## config.mk

```make
export PLATFORM = sky130hd
export DESIGN_NAME = pc_target_table
export DESIGN_NICKNAME = d
export VERILOG_FILES = /design/src/rtl/pc_lut_pkg.sv /design/src/rtl/pc_target_resolve.sv /design/src/rtl/pc_target_table.sv
export SDC_FILE = /design/constraint.sdc
export NUM_CORES = 1
export LEC_CHECK = 0
export CAP_MARGIN = 15
export CORE_MARGIN = 4
export CORE_UTILIZATION = 45
export CTS_CLUSTER_SIZE = 8
export DETAILED_ROUTE_END_ITERATION = 10
export HOLD_SLACK_MARGIN = 0.12
export SLEW_MARGIN = 20
export SYNTH_ARGS = -nofsm -noshare
export SYNTH_HDL_FRONTEND = slang
export SYNTH_HIERARCHICAL = 1
export SYNTH_SLANG_ARGS = --single-unit
```

## constraint.sdc

```tcl
create_clock -name Clk -period 4.55 [get_ports Clk]
set_input_delay 0.455 -clock Clk [delete_from_list [all_inputs] [get_ports Clk]]
set_output_delay 0.455 -clock Clk [all_outputs]
set_load 0.02 [all_outputs]
```

## src/rtl/pc_lut_pkg.sv

```systemverilog
// rtl/pc_lut_pkg.sv - shared types and default widths for the PC target table
package pc_lut_pkg;

  localparam int PC_W  = 10;
  localparam int IDX_W = 4;

  typedef enum logic {CLEAR, READY} state_t;

  typedef struct packed {
    logic            valid;
    logic            rel;
    logic [PC_W-1:0] data;
  } bt_entry_t;

endpackage

```

## src/rtl/pc_target_resolve.sv

```systemverilog
// rtl/pc_target_resolve.sv - turns one table entry plus the branch PC into a next-PC target
module pc_target_resolve
  import pc_lut_pkg::*;
#(
  parameter int D      = PC_W,
  parameter bit REL_EN = 1'b1
) (
  input  logic         valid,
  input  logic         rel,
  input  logic [D-1:0] data,
  input  logic [D-1:0] pc_in,
  output logic [D-1:0] target,
  output logic         miss
);

  // Sums are D bits wide, so the carry-out drops and results wrap modulo 2^D.
  always_comb begin
    target = pc_in + D'(1);
    miss   = 1'b1;
    if (valid) begin
      miss = 1'b0;
      if (REL_EN && rel) target = pc_in + data;
      else               target = data;
    end
  end

endmodule

```

## src/rtl/pc_target_table.sv

```systemverilog
// rtl/pc_target_table.sv - programmable branch-target table with sequential clear after reset
module pc_target_table
  import pc_lut_pkg::*;
#(
  parameter int D      = PC_W,
  parameter int AW     = IDX_W,
  parameter bit REL_EN = 1'b1
) (
  input  logic          Clk,
  input  logic          Reset,
  input  logic          wr_en,
  input  logic [AW-1:0] wr_addr,
  input  logic [D-1:0]  wr_data,
  input  logic          wr_rel,
  input  logic          rd_req,
  input  logic [AW-1:0] rd_addr,
  input  logic [D-1:0]  pc_in,
  output logic          rd_valid,
  output logic [D-1:0]  target,
  output logic          miss,
  output logic          busy
);

  localparam int DEPTH = 1 << AW;

  state_t          state;
  logic [AW-1:0]   clr_ptr;
  logic [DEPTH-1:0] valid_q;
  logic [DEPTH-1:0] rel_q;
  logic [D-1:0]    data_q [DEPTH];

  logic            bypass;
  logic            lk_valid;
  logic            lk_rel;
  logic [D-1:0]    lk_data;
  logic [D-1:0]    res_target;
  logic            res_miss;

  // Write-first: a same-cycle write to the looked-up index wins over the stored entry.
  assign bypass   = wr_en && (wr_addr == rd_addr);
  assign lk_valid = bypass ? 1'b1    : valid_q[rd_addr];
  assign lk_rel   = bypass ? wr_rel  : rel_q[rd_addr];
  assign lk_data  = bypass ? wr_data : data_q[rd_addr];

  pc_target_resolve #(.D(D), .REL_EN(REL_EN)) u_resolve (
    .valid  (lk_valid),
    .rel    (lk_rel),
    .data   (lk_data),
    .pc_in  (pc_in),
    .target (res_target),
    .miss   (res_miss)
  );

  always_ff @(posedge Clk) begin
    if (Reset) begin
      state    <= CLEAR;
      clr_ptr  <= '0;
      rd_valid <= 1'b0;
      target   <= '0;
      miss     <= 1'b0;
      busy     <= 1'b1;
    end else begin
      case (state)
        CLEAR: begin
          valid_q[clr_ptr] <= 1'b0;
          clr_ptr          <= clr_ptr + 1'b1;
          rd_valid         <= 1'b0;
          if (clr_ptr == AW'(DEPTH - 1)) begin
            state <= READY;
            busy  <= 1'b0;
          end
        end
        READY: begin
          if (wr_en) begin
            valid_q[wr_addr] <= 1'b1;
            rel_q[wr_addr]   <= wr_rel;
          end
          rd_valid <= rd_req;
          if (rd_req) begin
            target <= res_target;
            miss   <= res_miss;
          end
        end
      endcase
    end
  end

  // Payload needs no reset; the valid bits gate it.
  always_ff @(posedge Clk) begin
    if (!Reset && state == READY && wr_en) data_q[wr_addr] <= wr_data;
  end

endmodule

```

=== Word level (Yosys, flattened, before mapping) ===
Memories as Yosys holds them, arrays and structs flattened.
Index checks and enable logic that the tools add are counted.

* Bitwise operators: 5
* Mux-type cells: 22
* Order comparisons: 5
* Equality and inequality tests: 3
* Reductions and logical operators: 10
* Add/subtract/negate cells: 3

{| class="wikitable"
|+ Operator list
! cell !! number
|-
| $pmux W16 S2 || 1
|-
| $mux W10 || 3
|-
| $and A16 B16 Y16 || 1
|-
| $bwmux W16 || 1
|-
| $mux W16 || 1
|-
| $not A16 Y16 || 1
|-
| $or A16 B16 Y16 || 1
|-
| $lt A4 B5 Y1 const B || 3
|-
| $mux W1 || 11
|-
| $add A10 B1 Y10 const B || 1
|-
| $add A10 B10 Y10 || 1
|-
| $bmux W1 S4 || 2
|-
| $demux W1 S4 || 2
|-
| $ge A4 B1 Y1 const B || 2
|-
| $reduce_and A2 Y1 || 3
|-
| $logic_and A1 B1 Y1 || 5
|-
| $add A4 B1 Y4 const B || 1
|-
| $eq A4 B4 Y1 || 1
|-
| $eq A4 B4 Y1 const B || 1
|-
| $reduce_and A3 Y1 || 1
|-
| $ne A2 B2 Y1 const B || 1
|-
| $not A1 Y1 || 2
|-
| $pmux W1 S2 || 1
|-
| $logic_not A1 Y1 || 1
|}

* Output and inout port bits: 13
* Memory bits (writable): 160
* Logic and storage cells: 57
* Memories: 1
* Input bits: 33
* Register bits: 50

{| class="wikitable"
|+ Memories
! name !! depth !! width !! read ports !! clocked after memory_dff !! write ports !! line !! text
|-
| data_q || 16 || 10 || 1 || 0 || 1 || pc_target_table.sv:30 || <nowiki>logic [D-1:0] data_q [DEPTH];</nowiki>
|}

=== Longest topological paths before layout ===
Gate-level depths: netlist of run 1.

* Depth in word-level cells: 7
* Mapped depth: 17
* Gate-level depth less buffers: 14

=== Hierarchy ===
Netlist of run 1, hierarchy kept.

{| class="wikitable"
|+ Modules (own cells, without submodules)
! module !! sequential area each (um^2) !! cells an instance !! area an instance (um^2) !! instances
|-
| pc_target_table || 6125.9 || 504 || 8693.3 || 1
|-
| pc_target_resolve || 0.0 || 112 || 758.2 || 1
|}

=== Worst setup path before layout of run 1 ===
Ideal clock, no wire load.

* Path type: in2reg
* From: input rd_addr[0]
* To: register target[8]
* Cell stages on the path: 16
* Setup time: 132 ps
* Data required time: 4418 ps
* Data arrival time: 3504 ps
* Slack: 914 ps
* Path buffers: 2
* Cell sequence: buf_6 -> buf_2 -> mux4_2 -> mux2i_1 -> mux2i_1 -> mux2_2 -> ha_1 -> fa_1 -> a21o_1 -> a21oi_2 -> o21bai_1 -> o31ai_1 -> mux2i_1 -> a31oi_1 -> nand2_1 -> a21oi_1

* Longest elaborated chain between the ends: 6

{| class="wikitable"
|+ RTL lines
! element !! line !! text
|-
| start, declared || pc_target_table.sv:16 || <nowiki>input logic [AW-1:0] rd_addr,</nowiki>
|-
| parallel branches: the longest is 2 deep, another holds $mem_v2 Z16 W10 || -- ||
|-
| $mux W10 (*) || pc_target_table.sv:43 || <nowiki>assign lk_data = bypass ? wr_data : data_q[rd_addr];</nowiki>
|-
| named net lk_data[0] || pc_target_table.sv:35 || <nowiki>logic [D-1:0] lk_data;</nowiki>
|-
| $add A10 B10 Y10 (*) || pc_target_resolve.sv:22 || <nowiki>if (REL_EN && rel) target = pc_in + data;</nowiki>
|-
| $mux W10 (*) || pc_target_resolve.sv:22 ||
|-
| $mux W10 (*) || pc_target_resolve.sv:20 || <nowiki>if (valid) begin</nowiki>
|-
| named net res_target[8] || pc_target_table.sv:36 || <nowiki>logic [D-1:0] res_target;</nowiki>
|-
| end signal, assigned || pc_target_table.sv:80 || <nowiki>target <= res_target;</nowiki>
|-
| end, declared || pc_target_table.sv:19 || <nowiki>output logic [D-1:0] target,</nowiki>
|}

Mark *: on every way through the listed nets, which the timed path passes. The select of a mux whose other input is x is not followed.
A chain may end at the register's enable or synchronous reset.

=== Worst setup path after layout of run 1 ===
* From: input rd_addr[0]
* To: register target[7]

Same word-level chain as after synthesis.

==> impl_metrics.tcl, run 1 <==
set metrics [dict create \
    cts_buffer_depth 3 \
    cts_setup_buffers 0 \
    power_frac_seq 0.470 \
    p_leak_nw 3.77 \
    status "finished, final reports clean" \
    synthesis.area_um2 9450 \
    comb_power_share 0.090 \
    syn_area_per_cell_um2 15.3 \
    grt_pass1_wl_mm 32.1 \
    synth_cell_types 48 \
    ant_nets 0 \
    worst_setup_path_start_kind "primary input" \
    cts_tree "built" \
    dr.pass1.iters 5 \
    worst_path_largest_cell_delay_ns 0.52 \
    worst_pin_slew_ns 0.921 \
    n_antenna_cell 0 \
    num_rows 52 \
    synth-edff-count 192 \
    yosysSeqAreaShare 0.648 \
    numCtsBuffers 30 \
    hold_buffers 0 \
    grt.total_usage 0.174 \
    synth_seq_cells 210 \
    cp.arrival_ns 4.00 \
    drive_gt1_frac 0.189 \
    insertion_delay_ns 0.55 \
    p_int_mw 3.54 \
    crit_type "in -> reg" \
    cp_max_fo 17 \
    cts_resized 0 \
    drt-total-wl_mm 20.3 \
    switching_share 0.219 \
    drc_errors 0 \
    avgRoutedWirePerCell_um 21.0 \
    finalCritPeriodShare 0.782 \
    cp-end-kind "flop" \
    grt_antenna_before_repair 0 \
    layout.nets 738 \
    ys_top_cells_by_area "edfxtp_1 61%, mux4_2 12%, mux2i_1 4.0%" \
    min_path_type "reg -> reg" \
    max_freq_mhz 281 \
    slowest_stage "mux4_2" \
    final.setup.tns_ns 0 \
    p_sw_mw 0.993 \
    netlist_top_cells_count "192 x edfxtp_1, 53 x a21oi_1, 51 x nor2_1, 49 x mux4_2, 45 x nand2_1" \
    synth-main-ff-cell "edfxtp_1" \
    place.gp.congestion 0.836 \
    synthCells 616 \
    drtIter0Drc 457 \
    crit_chain "buf_4 > buf_4 > mux4_2 > mux2i_1 > mux2i_1 > mux2_2 > ha_1 > a21o_1 > a21oi_1 > o21ai_1 > a21boi_0 > mux2_2 > a22oi_1 > nand2_1 > a21oi_1" \
    dieArea_um2 23400 \
    yosys_warnings 6 \
    numPortBuffers 45 \
    grt_overflow 0 \
    die_y_um 153 \
    synth_nets 664 \
    hpwl_mm 13.6 \
    min_period_ns 3.56 \
    setup_violations 0 \
    skew_ns 0.0304 \
    grt_pass1_vias 5601 \
    clk_pin_slew_ns 0.06 \
    fin_total_pwr_mw 4.53 \
    area_delta_synth_final_pct 18.2 \
    synth_top_area_cell "edfxtp_1" \
    coreArea_um2 20400 \
    ys_async_sr_fraction 0 \
    num_vias 5484 \
    ir_drop_mv 0.365 \
    grt_max_degree 37 \
    fp.dieW_um 153 \
    initial_core_util 0.463 \
    root_buffer "clkbuf_16" \
    synth_top_area_frac 0.610 \
    pwr-share-clk 0.440 \
    p_per_area_nw_per_um2 406 \
    hold_viol 0 \
    h-tree-depth 1 \
    num_io_pins 46 \
    crit_required_ns 4.99 \
    viasPerCell 5.66 \
    cts_sinks 210 \
    rsz0062_at_grt "no" \
    synth.most_common_cell "edfxtp_1" \
    max-cap-violations 0 \
    final-max-slew-violation-count 0 \
    slew_headroom 0.384 \
]
==> cell usage in the layout, fill, tap and decap left out, types with 2 or more instances in the layout <==
master           Yosys  routed
nand4b_1             2       2
a21o_1               3       3
and3_1               3       3
a31oi_1              5       5
nand3_1             11      11
clkbuf_16            0      30
edfxtp_1           192     192
o21ai_0              7       7
buf_4                0      32
mux2i_1             38      38
xor2_1               5       5
clkdlybuf4s50_1      0      43
nand2_1             45      45
clkbuf_1            20       9
xnor2_1             14      14
inv_1                7       7
o21bai_1             2       2
mux4_2              49      49
ha_1                14      14
buf_12               0       2
dfxtp_1             18      18
mux2_2              12      12
nor2_1              51      51
nor2b_1              9       9
nor3_1              13      13
a21oi_1             53      53
and2_1               2       2
nand2b_1             4       4
nand4_1              2       2
==> logic make-up after synthesis <==
logic type / count (synthesis) / synth area share
flops: 210 / 0.648
simple gates: 152 / 0.0749
mux: 99 / 0.171
compound gates: 78 / 0.0455
buf+inv: 43 / 0.0218
xor+xnor: 19 / 0.0176
fa+ha+maj: 15 / 0.0207
==> worst max-delay path: cells and delay by family <==
family	cells	cell delay, ns
AO/OA/AOI/OAI	6	0.97
adder cells (fa/ha/maj)	1	0.34
buffers and inverters	2	0.64
multiplexers	5	1.51
AND/OR/NAND/NOR	1	0.07
==> metal layers <==
metal,GRT usage,vias to the layer above,routed length (µm)
met5,0,-,0
met4,0.0382,0,302
met3,0.0286,26,1060
met2,0.289,162,10000
met1,0.244,2781,8950
li1,-,2515,-
==> sequential cells by signal, indices dropped and copies added, names as in the netlist <==
| register | count |
|---|---|
| busy | 1 |
| clr_ptr | 4 |
| data_q | 160 |
| miss | 1 |
| rd_valid | 1 |
| rel_q | 16 |
| state | 1 |
| target | 10 |
| valid_q | 16 |
==> power by group through the flow <==
stage / sequential (mW) / combinational (mW) / clock, mW
2_1_floorplan: 2.16 / 0.275 / 0
3_3_place_gp: 2.17 / 0.399 / 0
3_5_place_dp: 2.17 / 0.405 / 0
4_1_cts: 2.13 / 0.409 / 2.04
5_1_grt: 2.13 / 0.446 / 2.13
6_report: 2.13 / 0.409 / 1.99
==> metrics by stage <==
| stage | hold slack (ns) | cells | setup WS, ns | instance area, µm² | util |
|---|---|---|---|---|---|
| 3_3_place_gp | 0.434 | 928 | 0.546 | 10300 | 0.505 |
| 4_1_cts | 0.459 | 969 | 0.996 | 11200 | 0.547 |
| 3_5_place_dp | 0.446 | 928 | 0.474 | 10300 | 0.505 |
| 5_1_grt | 0.475 | 969 | 0.810 | 11200 | 0.547 |
| 2_1_floorplan | 0.532 | 616 | 0.914 | 9450 | - |
| 6_report | 0.454 | 969 | 0.991 | 11200 | 0.547 |
==> final cells by class <==
type	count	area [µm²]
multi-input cells	363	3120
clock buffers	39	785
flip-flops and latches	210	6130
clock inverters	2	60.1
inverters	7	26.3
well taps	270	338
fillers	1643	9260
repair buffers	78	716
==> path summary, 6_finish.rpt <==
path	start	endpoint	slack [ns]	cells past startpoint
worst max-delay path	rd_addr[0]	target[7]	0.99	15
worst min-delay path	miss	miss	0.45	2
worst max register to register	data_q[11][0]	target[8]	1.14	14
worst min register to register	miss	miss	0.45	2
No activity file was read; power rests on OpenSTA's default activity.
==> run 2: changes to the inputs <==
Clock period 4.55 ns to 3.1 ns, I/O delays scaled along.
==> impl_metrics.tcl, run 2 (synthesis results as in run 1) <==
set metrics [dict create \
    status "finished with violations" \
    violations "setup timing" \
    grt_overflow 0 \
    setup_violations 2 \
    worst_setup_path_start_kind "flop" \
    final.setup.tns_ns -0.0728 \
    numCtsBuffers 30 \
    crit_type "reg -> reg" \
    dr.pass1.iters 4 \
    min_path_type "reg -> reg" \
    ant_nets 0 \
    grt_use_met1 0.252 \
    layout.nets 784 \
    regArea_um2 6130 \
    root_buffer "clkbuf_16" \
    rsz0062_at_grt "yes" \
    min-delay-start "target[0]" \
    num_vias 5574 \
    finalCritPeriodShare 1.02 \
    grt_use_met2 0.285 \
    h-tree-depth 1 \
    switching_share 0.222 \
    cts_tree "built" \
    r2r-start "data_q[13][0]" \
    p_int_mw 5.22 \
    viasPerCell 5.49 \
    whs_endpoint "target[0]" \
    layout_commonest_cell "edfxtp_1" \
    final-max-slew-violation-count 0 \
    dieArea_um2 23400 \
    coreArea_um2 20400 \
    grt_antenna_before_repair 0 \
    drtIter0Drc 332 \
    hold_path_depth 2 \
    hpwl_mm 14.0 \
    cp.arrival_ns 3.57 \
    cp-end-kind "flop" \
    skew_ns 0.0324 \
    r2r_setup_slack_ns -0.06 \
    r2r_cells 14 \
    finalWorstSetupSlack_ns -0.0637 \
    top_register "data_q" \
    avgRoutedWirePerCell_um 20.1 \
    pwr-share-clk 0.422 \
    grt_max_degree 23 \
    final_cell_mix "192 x edfxtp_1, 68 x buf_4, 51 x nor2_1" \
    reg_top3 "data_q x160, rel_q x16, valid_q x16" \
    fp.dieW_um 153 \
    p_per_area_nw_per_um2 571 \
    worst_pin_slew_ns 0.556 \
    reg2reg_to "target[8]" \
    numPortBuffers 45 \
    multiInputGateArea_um2 3250 \
    area_delta_synth_final_pct 24.3 \
    power_frac_seq 0.466 \
    p_sw_mw 1.49 \
    grt_pass1_vias 5839 \
    slew_headroom 0.628 \
    max-cap-violations 0 \
    drc_errors 0 \
    cp_max_fo 2 \
    holdWs_ns 0.457 \
    comb_power_share 0.112 \
    ir_drop_mv 0.412 \
    max_freq_mhz 316 \
    busiest_layer "met2" \
    grt.total_usage 0.175 \
    die_y_um 153 \
    place.gp.congestion 0.809 \
    fill_cells 1615 \
    n_antenna_cell 0 \
    initial_core_util 0.463 \
    grt_pass1_wl_mm 32.7 \
    p_leak_nw 4.06 \
    cts_buffer_depth 3 \
    min_period_ns 3.16 \
    crit_required_ns 3.50 \
    num_rows 52 \
    drt-total-wl_mm 20.4 \
    cts_sinks 210 \
    hold_viol 0 \
    drive_gt1_frac 0.268 \
    num_io_pins 46 \
    largest_register_ffs 160 \
    clk_pin_slew_ns 0.05 \
    use_met3 0.0297 \
    insertion_delay_ns 0.55 \
]
run 2: cell count changes in the layout (fill, tap and decap cells not counted), sizes merged:
cell    before  now
buf         35   81
bufinv       1    0
clkbuf      39   38
clkinv       1    3
run 2: area by class of cell:
class / instances / area share
clock buffer: 38 / 0.0664
clock inverter: 3 / 0.00341
inverter: 7 / 0.00224
multi-input combinational: 363 / 0.277
sequential: 210 / 0.521
tap: 270 / 0.0287
timing repair buffer: 124 / 0.101
run 2: power groups by stage:
stage	clock network (mW)	registers (mW)	logic, mW
6_report	2.83	3.13	0.751
5_1_grt	3.04	3.13	0.819
4_1_cts	2.90	3.13	0.725
3_5_place_dp	0	3.18	0.704
3_3_place_gp	0	3.18	0.693
2_1_floorplan	0	3.18	0.413
run 2: stage by stage:
stage	cells	area (µm²)	util	total power, mW	setup slack [ns]
6_report	1015	11800	0.575	6.71	-0.0637
5_1_grt	1015	11800	0.575	6.99	-0.279
4_1_cts	1015	11700	0.571	6.76	-0.119
3_5_place_dp	972	10800	0.529	3.89	-0.486
3_3_place_gp	972	10800	0.529	3.87	-0.455
2_1_floorplan	616	9500	-	3.59	-0.282
run 2: critical path, cell delays in order (launching register included):
cell	delay, ns
edfxtp_1	0.36
mux4_2	0.48
mux2i_1	0.17
mux2i_1	0.10
mux2_4	0.30
ha_4	0.16
fa_2	0.33
a21o_1	0.19
a21oi_2	0.16
o21bai_2	0.10
o31ai_2	0.21
mux2i_1	0.22
a31oi_1	0.10
nand2_1	0.08
a21oi_2	0.05
run 2: repair_timing:
action / in CTS / in global routing
buffers inserted: 2 / 2
resized for setup: 7 / 17
hold buffers: 0 / 0
pin swaps: 5 / 8
endpoints found under the setup margin: 5 / 7
run 2: worst max-delay path by stage:
| stage | start | end | slack (ns) | cells after the start |
|---|---|---|---|---|
| after global placement | rd_addr[2] | target[7] | -0.46 | 15 |
| after global routing | data_q[13][0] | target[8] | -0.28 | 14 |
| final | data_q[13][0] | target[8] | -0.06 | 14 |
| after CTS | data_q[13][0] | target[8] | -0.12 | 14 |
| after detailed placement | rd_addr[2] | target[5] | -0.49 | 16 |
| after floorplan | rd_addr[0] | target[8] | -0.28 | 17 |
run 2: layer usage:
layer	wire [µm]	part of all wire
met5	0	0
met4	349	0.017
met2	9810	0.48
met1	9300	0.46
met3	952	0.047
==> RTL edit 1: new RTL, config.mk and constraints of run 1 <==
Put one more register stage on the output `miss`. The value now appears one clock later. The other outputs are not delayed to match.
--- a/src/rtl/pc_target_table.sv
+++ b/src/rtl/pc_target_table.sv
@@ -23,4 +23,6 @@
 
   localparam int DEPTH = 1 << AW;
+
+  logic miss_s0;
 
   state_t          state;
@@ -58,5 +60,5 @@
       rd_valid <= 1'b0;
       target   <= '0;
-      miss     <= 1'b0;
+      miss_s0  <= 1'b0;
       busy     <= 1'b1;
     end else begin
@@ -79,5 +81,5 @@
           if (rd_req) begin
             target <= res_target;
-            miss   <= res_miss;
+            miss_s0 <= res_miss;
           end
         end
@@ -91,4 +93,8 @@
   end
 
+  always_ff @(posedge Clk) begin
+    miss <= miss_s0;
+  end
+
 endmodule
 
Formal check against the unedited RTL: same outputs for any inputs over 10 cycles, from zero or initial values and one cycle with Reset high; that may be too few to reach the edited logic, so the function may still have changed.
==> RTL edit 1 against run 1 <==
First-iteration DRC count shrank 21%. Sequential cell count up 1. Wire length decreased by 0.92%. Maximum frequency is 2.5% lower. Critical path type unchanged. Total power is 1.2% higher. Setup slack lost 90 ps. Final area rose by 0.54%. Synthesized area up 0.21%.
==> RTL edit 1: results (changes against run 1) <==
routedWlPerCell_um: 20.46  # was 20.99 um
hold_ws_ps: 346.6  # was 454.2 ps
vias: 5485  # was 5484
ir_worst_vdd_uv: 369.0  # was 365.4 uV
place_inst: 929  # was 928
p_leak_nw: 3.787  # was 3.766 nW
layout.nets: 739  # was 738
grt_pass1_vias: 5640  # was 5601
max_slew_margin_pct: 31.61  # was 38.39%
final-clk-cell-share_pct: 7.900  # was 7.561%
min_to: "miss"  # unchanged
gp_congestion: 0.8555  # was 0.8360
place_ws_ps: 353.7  # was 473.8 ps
grt_max_degree: 24  # was 37
nonClkBufAreaFrac_pct: 6.351  # was 6.408%
grt_usage_pct: 17.04  # was 17.39%
synth_cells: 617  # was 616
drive_gt1_share_pct: 18.46  # was 18.88%
min-delay-start: "miss_s0"  # was miss
worstHoldPathCells: 0  # was 2
combPwrFrac_pct: 8.8  # was 9.0%
vias_per_cell: 5.569  # was 5.659
cp.arrival_ps: 4030  # was 4000 ps
outcome: "completed"  # unchanged
syn_nets: 665  # was 664
## RTL edit 1: changes by cell type in the layout (fill, tap and decap cells not counted), sizes merged
cell	change
dfxtp	+1
clkbuf	+15
## RTL edit 1: logic make-up after synthesis
group / synth area share [%]
AO/OA/AOI/OAI: 4.544
XOR/XNOR: 1.757
adder cells (fa/ha/maj): 2.061
buffers and inverters: 2.180
flip-flops: 64.89
multiplexers: 17.09
AND/OR/NAND/NOR: 7.477
## RTL edit 1: how the worst max path moves through the flow
stage	from	to	slack (ps)
5_1_grt	rd_addr[0]	target[8]	720
3_5_place_dp	rd_addr[0]	target[8]	350
6_report	rd_addr[0]	target[8]	900
2_1_floorplan	rd_addr[0]	target[8]	910
3_3_place_gp	rd_addr[0]	target[8]	500
4_1_cts	rd_addr[0]	target[8]	920
## RTL edit 1: metal layers
metal  track usage, %  share of wire, %  vias up
li1                 -                 -     2538
met1            24.29                46     2780
met2            27.70                48      134
met3            2.686               4.1       33
met4            4.370               2.0        0
met5                0                 0        -
==> RTL edit 2: new RTL, config.mk and constraints of run 1 <==
Made on the original files. `REL_EN` is set to 1'b1 in 2 places; all go to 1'b0.
--- a/src/rtl/pc_target_resolve.sv
+++ b/src/rtl/pc_target_resolve.sv
@@ -4,5 +4,5 @@
 #(
   parameter int D      = PC_W,
-  parameter bit REL_EN = 1'b1
+  parameter bit REL_EN = 1'b0
 ) (
   input  logic         valid,
--- a/src/rtl/pc_target_table.sv
+++ b/src/rtl/pc_target_table.sv
@@ -5,5 +5,5 @@
   parameter int D      = PC_W,
   parameter int AW     = IDX_W,
-  parameter bit REL_EN = 1'b1
+  parameter bit REL_EN = 1'b0
 ) (
   input  logic          Clk,
Check against the original RTL: same outputs for any inputs over 10 cycles, from zero or initial values and one cycle with Reset high; that may be too few to reach the edited logic, so the function may still have changed.
==> RTL edit 2 against run 1 <==
Clock skew is 23 ps lower. Synthesized area is 12% lower. Wire length is 15% lower. Largest power group unchanged. Die area is 12% lower. Final area is 14% lower. Sequential cell count is 16 lower. Total power is 18% lower. Setup slack better by 400 ps.
==> RTL edit 2: results (changes against run 1) <==
synth_cells: 509  # was 616
routedWlPerCell_um: 21.43  # was 20.99 um
reg.largest.list: "data_q x160, valid_q x16, target x10"  # was data_q x160, rel_q x16, valid_q x16
cts_setup_buffers: 0  # unchanged
dpl_cell_area_sq_um: 9039  # was 10320 sq um
ir_worst_vdd_uv: 280.2  # was 365.4 uV
root_buffer: "clkbuf_16"  # unchanged
numCtsBuffers: 17  # was 30
antenna-diode-count: 0  # unchanged
port_buffers: 44  # was 45
hpwl_mm: 10.98  # was 13.58 mm
r2r_setup_slack_ps: 1670  # was 1140 ps
outcome: "completed"  # unchanged
ctsResizeCount: 0  # unchanged
fin_skew_ps: 7.347  # was 30.44 ps
drive_gt1_share_pct: 20.24  # was 18.88%
antenna_found_initial: 0  # unchanged
gp_congestion: 0.8073  # was 0.8360
hp-class: "reg -> reg"  # unchanged
path_clk_slew_ps: 70
cts.htree.levels: 4  # was 1
clock_latency_ps: 420  # was 550 ps
path_class: "in -> reg"  # unchanged
grt_max_degree: 29  # was 37
grt_usage_pct: 17.86  # was 17.39%
grt_pass1_wl_mm: 27.03  # was 32.12 mm
vias_per_cell: 5.551  # was 5.659
hold_ws_ps: 456.9  # was 454.2 ps
drt_iter0_drc: 403  # was 457
place_inst: 775  # was 928
p_leak_nw: 3.175  # was 3.766 nW
ys_warn_count: 6  # unchanged
drtPass1Iterations: 4  # was 5
layout.nets: 603  # was 738
final_cells: 807  # was 969
clk_path_buf_depth: 2  # was 3
crit_fanout: 18  # was 17
grt_pass1_vias: 4702  # was 5601
cp.arrival_ps: 3500  # was 4000 ps
max_slew_margin_pct: 45.37  # was 38.39%
syn_nets: 547  # was 664
[RTL edit 2: metal layers]
layer	share of wire (%)	GRT usage, %	wire length (um)	vias to the layer above
met2	51	29.63	8853	78
met3	3.0	3.028	519	13
li1	-	-	-	2086
met5	0	0	0	-
met4	1.0	5.401	180	0
met1	45	24.45	7745	2303
[RTL edit 2: where the power goes]
part / switching [mW] / leakage (nW) / internal (mW)
Clock: 0.643 / 0.290 / 0.850
Sequential: 0.0104 / 1.75 / 1.95
Combinational: 0.145 / 1.14 / 0.116
Total: 0.798 / 3.18 / 2.92
[RTL edit 2: path summary, 6_finish.rpt]
path / from / end / depth (start not counted)
hold / removal: target[9] / target[9] / 2
setup / recovery: rd_addr[0] / target[6] / 8
hold reg to reg: target[9] / target[9] / 2
setup reg to reg: valid_q[9] / target[6] / 7
[RTL edit 2: worst max-delay path: stages]
cell and delay [ps]:
buf_2 550, mux4_2 620, mux4_2 470, or2_1 410, or4_2 700, nand3_1 100, nand2_1 50, a21oi_1 120
[RTL edit 2: layout make-up]
type	instances	area [sq um]
Clock buffer	24	546.8
Clock inverter	8	58.81
Fill cell	1518	8381
Inverter	5	18.77
Multi-Input combinational cell	277	2462
Sequential cell	194	5645
Tap cell	229	286.5
Timing Repair Buffer	70	625.6
[RTL edit 2: metrics by stage]
stage | setup WS (ps) | total power, mW
6_report | 1390 | 3.718
5_1_grt | 1206 | 3.846
4_1_cts | 1380 | 3.751
3_5_place_dp | 934.1 | 2.267
3_3_place_gp | 935.6 | 2.260
2_1_floorplan | 1623 | 2.168
